**src/rtl/redraw_pkg.sv**
```systemverilog
// Shared definitions for the change-driven redraw scheduler: FSM encoding,
// default timing constants and the completed-pass counter width.
package redraw_pkg;

    typedef enum logic [1:0] {
        ST_IDLE,
        ST_ARM,
        ST_PAINT,
        ST_HOLD
    } state_t;

    localparam int DEF_HOLDOFF = 16;
    localparam int DEF_TIMEOUT = 76800;
    localparam int PASS_CNT_W  = 16;

endpackage

```
**src/rtl/chan_change_det.sv**
```systemverilog
// One monitored channel: snapshot register, change comparator and dirty bit.
// A detected change (or a retry request) wins over the clear issued at ARM.
module chan_change_det #(
    parameter int CH_W = 64
) (
    input  logic            clk,
    input  logic            rst,
    input  logic [CH_W-1:0] din,
    input  logic            clr,
    input  logic            set,
    output logic            dirty
);

    logic [CH_W-1:0] snap;
    logic            changed;

    assign changed = (din != snap);

    always_ff @(posedge clk) begin
        if (rst) begin
            // Snapshot zero plus dirty forces a full redraw after every reset.
            snap  <= '0;
            dirty <= 1'b1;
        end else begin
            if (changed) begin
                snap <= din;
            end
            if (changed || set) begin
                dirty <= 1'b1;
            end else if (clr) begin
                dirty <= 1'b0;
            end
        end
    end

endmodule

```
**src/rtl/redraw_scheduler.sv**
```systemverilog
// Change-driven redraw controller: one painter pass per batch of channel changes,
// with hold-off spacing. Optional pass watchdog enabled by macro REDRAW_TIMEOUT_EN.
module redraw_scheduler
    import redraw_pkg::*;
#(
    parameter int NUM_CH  = 4,
    parameter int CH_W    = 64,
    parameter int HOLDOFF = DEF_HOLDOFF,
    parameter int TIMEOUT = DEF_TIMEOUT
) (
    input  logic                     Clck,
    input  logic                     Reset,
    input  logic [NUM_CH*CH_W-1:0]   ch_data,
    input  logic                     paint_done,
    output logic                     paint_en,
    output logic [NUM_CH-1:0]        redraw_mask,
    output logic                     busy,
    output logic [PASS_CNT_W-1:0]    pass_count,
    output logic                     timeout_flag
);

    localparam int HCNT_W = $clog2(HOLDOFF + 2);
    localparam logic [HCNT_W-1:0] HOLD_LAST = HCNT_W'(HOLDOFF);

    if (TIMEOUT < 1 || HOLDOFF < 0) begin : g_bad_cfg
        $error("redraw_scheduler: TIMEOUT must be >= 1 and HOLDOFF >= 0");
    end

    state_t              state;
    state_t              state_nxt;
    logic [NUM_CH-1:0]   dirty;
    logic [NUM_CH-1:0]   retry;
    logic [HCNT_W-1:0]   hold_cnt;
    logic                arm;
    logic                pass_ok;
    logic                wd_expire;

    assign arm = (state == ST_ARM);

    for (genvar i = 0; i < NUM_CH; i++) begin : g_ch
        chan_change_det #(
            .CH_W (CH_W)
        ) u_det (
            .clk   (Clck),
            .rst   (Reset),
            .din   (ch_data[i*CH_W +: CH_W]),
            .clr   (arm),
            .set   (retry[i]),
            .dirty (dirty[i])
        );
    end

    always_comb begin
        state_nxt = state;
        pass_ok   = 1'b0;
        case (state)
            ST_IDLE:  if (|dirty) state_nxt = ST_ARM;
            ST_ARM:   state_nxt = ST_PAINT;
            ST_PAINT: begin
                if (paint_done) begin
                    pass_ok   = 1'b1;
                    state_nxt = ST_HOLD;
                end else if (wd_expire) begin
                    state_nxt = ST_HOLD;
                end
            end
            ST_HOLD:  if (hold_cnt == HOLD_LAST) state_nxt = ST_IDLE;
            default:  state_nxt = ST_IDLE;
        endcase
    end

    // Outputs are registered from the next state so they line up with it.
    always_ff @(posedge Clck) begin
        if (Reset) begin
            state       <= ST_IDLE;
            paint_en    <= 1'b0;
            busy        <= 1'b0;
            redraw_mask <= '0;
            pass_count  <= '0;
            hold_cnt    <= '0;
        end else begin
            state    <= state_nxt;
            paint_en <= (state_nxt == ST_PAINT);
            busy     <= (state_nxt != ST_IDLE);
            if (arm) begin
                redraw_mask <= dirty;
            end
            if (pass_ok) begin
                pass_count <= pass_count + 1'b1;
            end
            hold_cnt <= (state == ST_HOLD) ? hold_cnt + 1'b1 : '0;
        end
    end

`ifdef REDRAW_TIMEOUT_EN
    localparam int WD_W = $clog2(TIMEOUT + 1);
    localparam logic [WD_W-1:0] WD_LAST = WD_W'(TIMEOUT - 1);

    logic [WD_W-1:0] wd_cnt;

    assign wd_expire = (state == ST_PAINT) && !paint_done && (wd_cnt == WD_LAST);
    // An abandoned pass puts its channels back in the dirty set for a retry.
    assign retry     = wd_expire ? redraw_mask : '0;

    always_ff @(posedge Clck) begin
        if (Reset) begin
            wd_cnt       <= '0;
            timeout_flag <= 1'b0;
        end else begin
            wd_cnt <= (state == ST_PAINT) ? wd_cnt + 1'b1 : '0;
            if (wd_expire) begin
                timeout_flag <= 1'b1;
            end
        end
    end
`else
    assign wd_expire    = 1'b0;
    assign retry        = '0;
    assign timeout_flag = 1'b0;
`endif

endmodule
```
**config.mk**
```make
export PLATFORM = sky130hd
export DESIGN_NAME = redraw_scheduler
export DESIGN_NICKNAME = d
export VERILOG_FILES = /design/src/rtl/redraw_pkg.sv /design/src/rtl/chan_change_det.sv /design/src/rtl/redraw_scheduler.sv
export SDC_FILE = /design/constraint.sdc
export NUM_CORES = 1
export LEC_CHECK = 0
export CAP_MARGIN = 20
export CORE_ASPECT_RATIO = 0.7
export CORE_MARGIN = 3
export CORE_UTILIZATION = 45
export CTS_CLUSTER_SIZE = 20
export DETAILED_ROUTE_END_ITERATION = 16
export GPL_TIMING_DRIVEN = 1
export PLACE_DENSITY = 0.75
export SLEW_MARGIN = 0
export SYNTH_ARGS = -nofsm -noshare
export SYNTH_HDL_FRONTEND = slang
export SYNTH_HIERARCHICAL = 1
export SYNTH_SLANG_ARGS = --single-unit
```
**constraint.sdc**
```tcl
create_clock -name Clck -period 5.9 [get_ports Clck]
set_clock_uncertainty 0.15 [all_clocks]
set_input_delay 1.475 -clock Clck [delete_from_list [all_inputs] [get_ports Clck]]
set_output_delay 1.475 -clock Clck [all_outputs]
set_load 0.03 [all_outputs]
```
==> results.cfg, run 1 <==
[logic_synthesis]
synth_cells = 1038
ys_seq_area_frac = 0.5210
syn_area_per_cell_sq_um = 10.70
synth_area_sq_um = 11110
synth-seq-cells = 289
synth_cell_type_count = 39
synth_warnings = 6

[setup_path]
cp_max_fo = 5
cp-end-kind = primary output
required_ps = 4280
path_delay_family = buffers and inverters
critPathKind = flip-flop to primary output
critPathLaunchType = flip-flop
path_buf_inv = 1
critPathArrivalTime_ps = 1680
r2r_slack_ps = 3810
critPathSlowestCell = clkdlybuf4s50_1
path_cells = clkdlybuf4s50_1
crit_path_max_incr_delay_ps = 720

[floorplan]
num_rows = 47
start_util = 0.4640
fp.dieH_um = 137.4
dieArea_sq_um = 26630
core_sq_um = 23930
die_w_um = 193.8
io_pins = 282

[routing]
drt_iter0_markers = 252
wl_per_cell_um = 14.15
postRouteAntennaNets = 0
drc = 0
via_per_inst = 4.586
vias = 7603
first_pass_iters = 4
wl_um = 23460

[cells_and_area]
finalCoreUtilization = 0.6327
fin_area_sq_um = 15140
fin_nets = 1582
antenna_cells = 0
final_cells = 1658
area_growth_pct = 36.35
drive_above_1_share = 0.05000

[timing]
min_period_ps = 3308
slew_violations = 0
tightestPinTransition_ps = 805.7
tns_ps = 0
fmax_mhz = 302.3
post-route-period-util = 0.5607
setup_viol = 0
grt_setup_unrepaired = false
whs_ps = 319.1
max-slew-margin-rel = 0.4629
hold_violations = 0

[clock_tree]
cts_buffers = 28
cts.sinks = 289
cts.clk_slew.worst_paths_ps = 60
cts-resized-gates = 0
cts_tree = yes
root_buffer = clkbuf_16
cts_hold_buf = 0
cts.path.max_buffers = 3
htreeDepth = 1
clkLatencyLatePin_ps = 530
postCtsSetupBuffers = 0

[run]
drv_cap = 0

[pwr]
power_density_nw_per_um2 = 293.7
p_leak_nw = 5.961
ir_drop_mv = 0.2330

[place]
dp.cells = 1608
postPlaceCellArea_sq_um = 14170
io_buffers = 280
globalplace.congestion = 0.7733
hpwl_um = 17220

[grt]
antenna_found_initial = 4
track_usage = 0.1670
globalRouteOverflowTotal = 0
grt_pass1_vias = 7521
grt_max_degree = 124
grt_pass1_wl_um = 36970

[worst_hold_path]
hp-class = flip-flop to flip-flop

[outcome]
outcome = completed
-- cell families (layout without fill, tap and decap cells) --
kind of cell / Yosys count / after routing / share of synthesized area
other: 1 / 5 / 0.0003377
adder cells (fa/ha/maj): 3 / 3 / 0.003380
flip-flops: 289 / 289 / 0.5210
XOR/XNOR: 267 / 267 / 0.2106
buffers and inverters: 45 / 343 / 0.02039
AO/OA/AOI/OAI: 20 / 20 / 0.01183
multiplexers: 6 / 6 / 0.005521
AND/OR/NAND/NOR: 407 / 407 / 0.2270
-- report_power, final --
part / total (mW) / internal (mW) / switching, mW
clock: 1.85 / 1.11 / 0.737
combinational: 0.499 / 0.306 / 0.193
sequential: 2.10 / 2.05 / 0.0455
-- sequential cells by signal, summed over array words and instances (netlist names) --
name              flops
redraw_mask           4
g_ch.u_det/snap     256
pass_count           16
g_ch.u_det/dirty      4
paint_en              1
busy                  1
hold_cnt              5
state                 2
-- layout by cell type (no fill, tap or decap), drive strengths merged, types with 3 or more instances in the layout --
master,count
mux2i,5
nor2,24
nand3,10
clkinv,8
bufinv,3
buf,3
nor4,50
a2111oi,4
nand4,33
ha,3
nand2,6
conb,5
o21ai,4
or4,3
nor2b,258
a21oi,7
inv,11
or3,4
dfxtp,289
clkbuf,39
xnor2,71
xor2,196
clkdlybuf4s50,279
nor3,12
-- final timing paths --
kind / depth (start not counted) / endpoint / start
worst min register to register: 1 / hold_cnt[0]$_SDFF_PP0_ / hold_cnt[0]$_SDFF_PP0_
worst min-delay path: 1 / hold_cnt[0]$_SDFF_PP0_ / hold_cnt[0]$_SDFF_PP0_
worst max-delay path: 1 / pass_count[7] / pass_count[7]$_SDFFE_PP0P_
worst max register to register: 4 / pass_count[15]$_SDFFE_PP0P_ / state[1]$_SDFF_PP0_
-- per-layer routing --
| metal | wire, um | global-route usage | up-vias |
|---|---|---|---|
| met5 | 48 | 0 | - |
| met4 | 434 | 0.03774 | 8 |
| met3 | 2244 | 0.06795 | 39 |
| met2 | 10040 | 0.2610 | 199 |
| met1 | 10690 | 0.2186 | 3429 |
| li1 | - | - | 3928 |
-- cell usage after synthesis, drive strengths merged --
| cell | instances | area share |
|---|---|---|
| dfxtp | 289 | 0.52 |
| nor2b | 258 | 0.15 |
| xor2 | 196 | 0.15 |
| xnor2 | 71 | 0.056 |
| nor4 | 50 | 0.030 |
| nand4 | 33 | 0.019 |
| clkbuf | 28 | 0.0095 |
| nor2 | 24 | 0.0081 |
| nor3 | 12 | 0.0054 |
| inv | 10 | 0.0034 |
| nand3 | 10 | 0.0063 |
| a21oi | 7 | 0.0032 |
| buf | 7 | 0.0075 |
| nand2 | 6 | 0.0020 |
| mux2i | 5 | 0.0045 |
| a2111oi | 4 | 0.0032 |
| o21ai | 4 | 0.0018 |
| or3 | 4 | 0.0023 |
| ha | 3 | 0.0034 |
| or4 | 3 | 0.0024 |
| o31ai | 2 | 0.0014 |
| a31o | 1 | 0.00079 |
| and3 | 1 | 0.00056 |
| and3b | 1 | 0.00090 |
| and4 | 1 | 0.00079 |
| and4b | 1 | 0.00090 |
| conb | 1 | 0.00034 |
| mux2 | 1 | 0.0010 |
| nand3b | 1 | 0.0018 |
| nor3b | 1 | 0.00068 |
| o21a | 1 | 0.00068 |
| o22a | 1 | 0.00090 |
| or2 | 1 | 0.00056 |
-- through the flow --
step                      setup WS, ps  power (mW)
after floorplan                   2999       2.386
after global placement            2310       2.632
after detailed placement          2303       2.643
after CTS                         2555       4.509
after global routing              2498       4.635
final                             2592       4.448
-- layout make-up --
type / instances / area [sq um]
Clock inverter: 12 / 141.4
Sequential cell: 289 / 5786
Tap cell: 318 / 397.9
Clock buffer: 38 / 829.5
Timing Repair Buffer: 283 / 2841
Inverter: 10 / 37.54
Fill cell: 1957 / 8792
Multi-Input combinational cell: 708 / 5109
Note: power is estimated with default switching activity, not from simulation.
==> run 2, diff against run 1 <==
- CORE_UTILIZATION: 45 -> 44
- PLACE_DENSITY: 0.75 -> 0.77
- clock period: 5.9 -> 2.73 ns (I/O delays scaled with it)
==> results.cfg, run 2 (same netlist as run 1, synthesis figures left out) <==
[outcome]
outcome = completed

[setup_path]
path_cells = clkdlybuf4s50_1
cp-end-kind = primary output
rr_worst_depth = 5
crit_path_max_incr_delay_ps = 720
path_delay_family = buffers and inverters
path_buf_inv = 1
path_depth = 1
critPathSlowestCell = clkdlybuf4s50_1
critPathArrivalTime_ps = 1690
critPathKind = flip-flop to primary output
cp_max_fo = 6
required_ps = 1900
critPathLaunchType = flip-flop

[pwr]
p_leak_nw = 5.954
ir_drop_mv = 0.6216
power_density_nw_per_um2 = 618.4

[timing]
fmax_mhz = 395.7
slew_violations = 0
tightestPinTransition_ps = 760.2
hold_violations = 0
grt_setup_unrepaired = false
max-slew-margin-rel = 0.4801
min_period_ps = 2527
tns_ps = 0
setup_viol = 0
post-route-period-util = 0.9258

[cells_and_area]
area_growth_pct = 36.27
multi_input_area_sq_um = 5109
mostFrequentLayoutCell = dfxtp_1
top_regs = g_ch.u_det/snap x256, pass_count x16, hold_cnt x5
regMostFlops = g_ch.u_det/snap
largest_reg_flops = 256
layout_common_cells = dfxtp_1 (289), clkdlybuf4s50_1 (279), nor2b_1 (258)
fillCellCount = 1996
seq_area_sq_um = 5786
fin_nets = 1591
antenna_cells = 0
drive_above_1_share = 0.04978
final_cells = 1664

[floorplan]
io_pins = 282
dieArea_sq_um = 27210
fp.dieH_um = 138.9
core_sq_um = 24230
num_rows = 47
start_util = 0.4584
die_w_um = 195.9

[routing]
via_per_inst = 4.609
drc = 0
first_pass_iters = 4
vias = 7669
drt_iter0_markers = 186
postRouteAntennaNets = 0
wl_um = 24600
wl_per_cell_um = 14.78

[worst_hold_path]
hp-class = flip-flop to flip-flop
hold_path_depth = 1

[clock_tree]
cts.clk_slew.worst_paths_ps = 60
postCtsSetupBuffers = 0
cts_hold_buf = 0
root_buffer = clkbuf_16
cts_tree = yes
cts.path.max_buffers = 3
cts-resized-gates = 0
htreeDepth = 1
cts_buffers = 28
cts.sinks = 289
clkLatencyLatePin_ps = 550

[place]
dp.cells = 1617
hpwl_um = 18140
globalplace.congestion = 0.7741
io_buffers = 280

[grt]
track_usage = 0.1737
grt_pass1_wl_um = 39100
antenna_found_initial = 1
grt_pass1_vias = 7693
globalRouteOverflowTotal = 0
grt_max_degree = 114

[run]
drv_cap = 0
## run 2: per-layer routing
layer | part of all wire | global-route usage | vias to the layer above | wire length, um
met5 | 0.00053 | 0 | - | 13
met4 | 0.015 | 0.03000 | 2 | 364
met3 | 0.086 | 0.06654 | 29 | 2114
met2 | 0.45 | 0.2809 | 187 | 11060
met1 | 0.45 | 0.2253 | 3509 | 11050
li1 | - | - | 3942 | -
## run 2: stage by stage
| step | worst slack [ps] | utilization | cell area (sq um) | hold slack [ps] | power, mW |
|---|---|---|---|---|---|
| finish | 202.6 | 0.6246 | 15130 | 309.4 | 9.358 |
| detailed placement | 30.45 | 0.5882 | 14250 | 303.1 | 5.730 |
| floorplan | 621.2 | - | 11120 | 280.0 | 5.156 |
| CTS | 180.0 | 0.6246 | 15130 | 316.8 | 9.475 |
| global placement | 24.37 | 0.5882 | 14250 | 293.7 | 5.701 |
| global route | 132.6 | 0.6246 | 15130 | 333.9 | 9.759 |
## run 2: path summary, 6_finish.rpt
check                                  start                          endpoint  slack [ps]
setup / recovery  pass_count[2]$_SDFFE_PP0P_                     pass_count[2]         200
hold / removal        hold_cnt[0]$_SDFF_PP0_            hold_cnt[0]$_SDFF_PP0_         310
setup reg to reg         state[0]$_SDFF_PP0_  g_ch[3].u_det/dirty$_SDFFE_PP1P_         660
hold reg to reg       hold_cnt[0]$_SDFF_PP0_            hold_cnt[0]$_SDFF_PP0_         310
## run 2: cell type report
| type | instances | share of cell area |
|---|---|---|
| Sequential cell | 289 | 0.3823 |
| Multi-Input combinational cell | 708 | 0.3376 |
| Timing Repair Buffer | 292 | 0.1931 |
| Clock buffer | 45 | 0.05721 |
| Tap cell | 318 | 0.02629 |
| Inverter | 10 | 0.002480 |
| Clock inverter | 2 | 0.001075 |
## run 2: power breakdown
part / switching [mW] / internal, mW / total, mW
clock: 1.57 / 2.15 / 3.72
combinational: 0.427 / 0.672 / 1.10
sequential: 0.102 / 4.44 / 4.54
## run 2: worst register-to-register path, cell delays in order, from the launching register on
cell and delay (ps):
dfxtp_1 470, nor2b_1 210, buf_4 180, inv_1 40
a2111oi_0 700, nand4_1 180
==> run 3, diff against run 2 <==
- SLEW_MARGIN: 0 -> default
==> results of run 3 <==
Same layout as run 2: the final DEF is identical, and so are final timing and power.
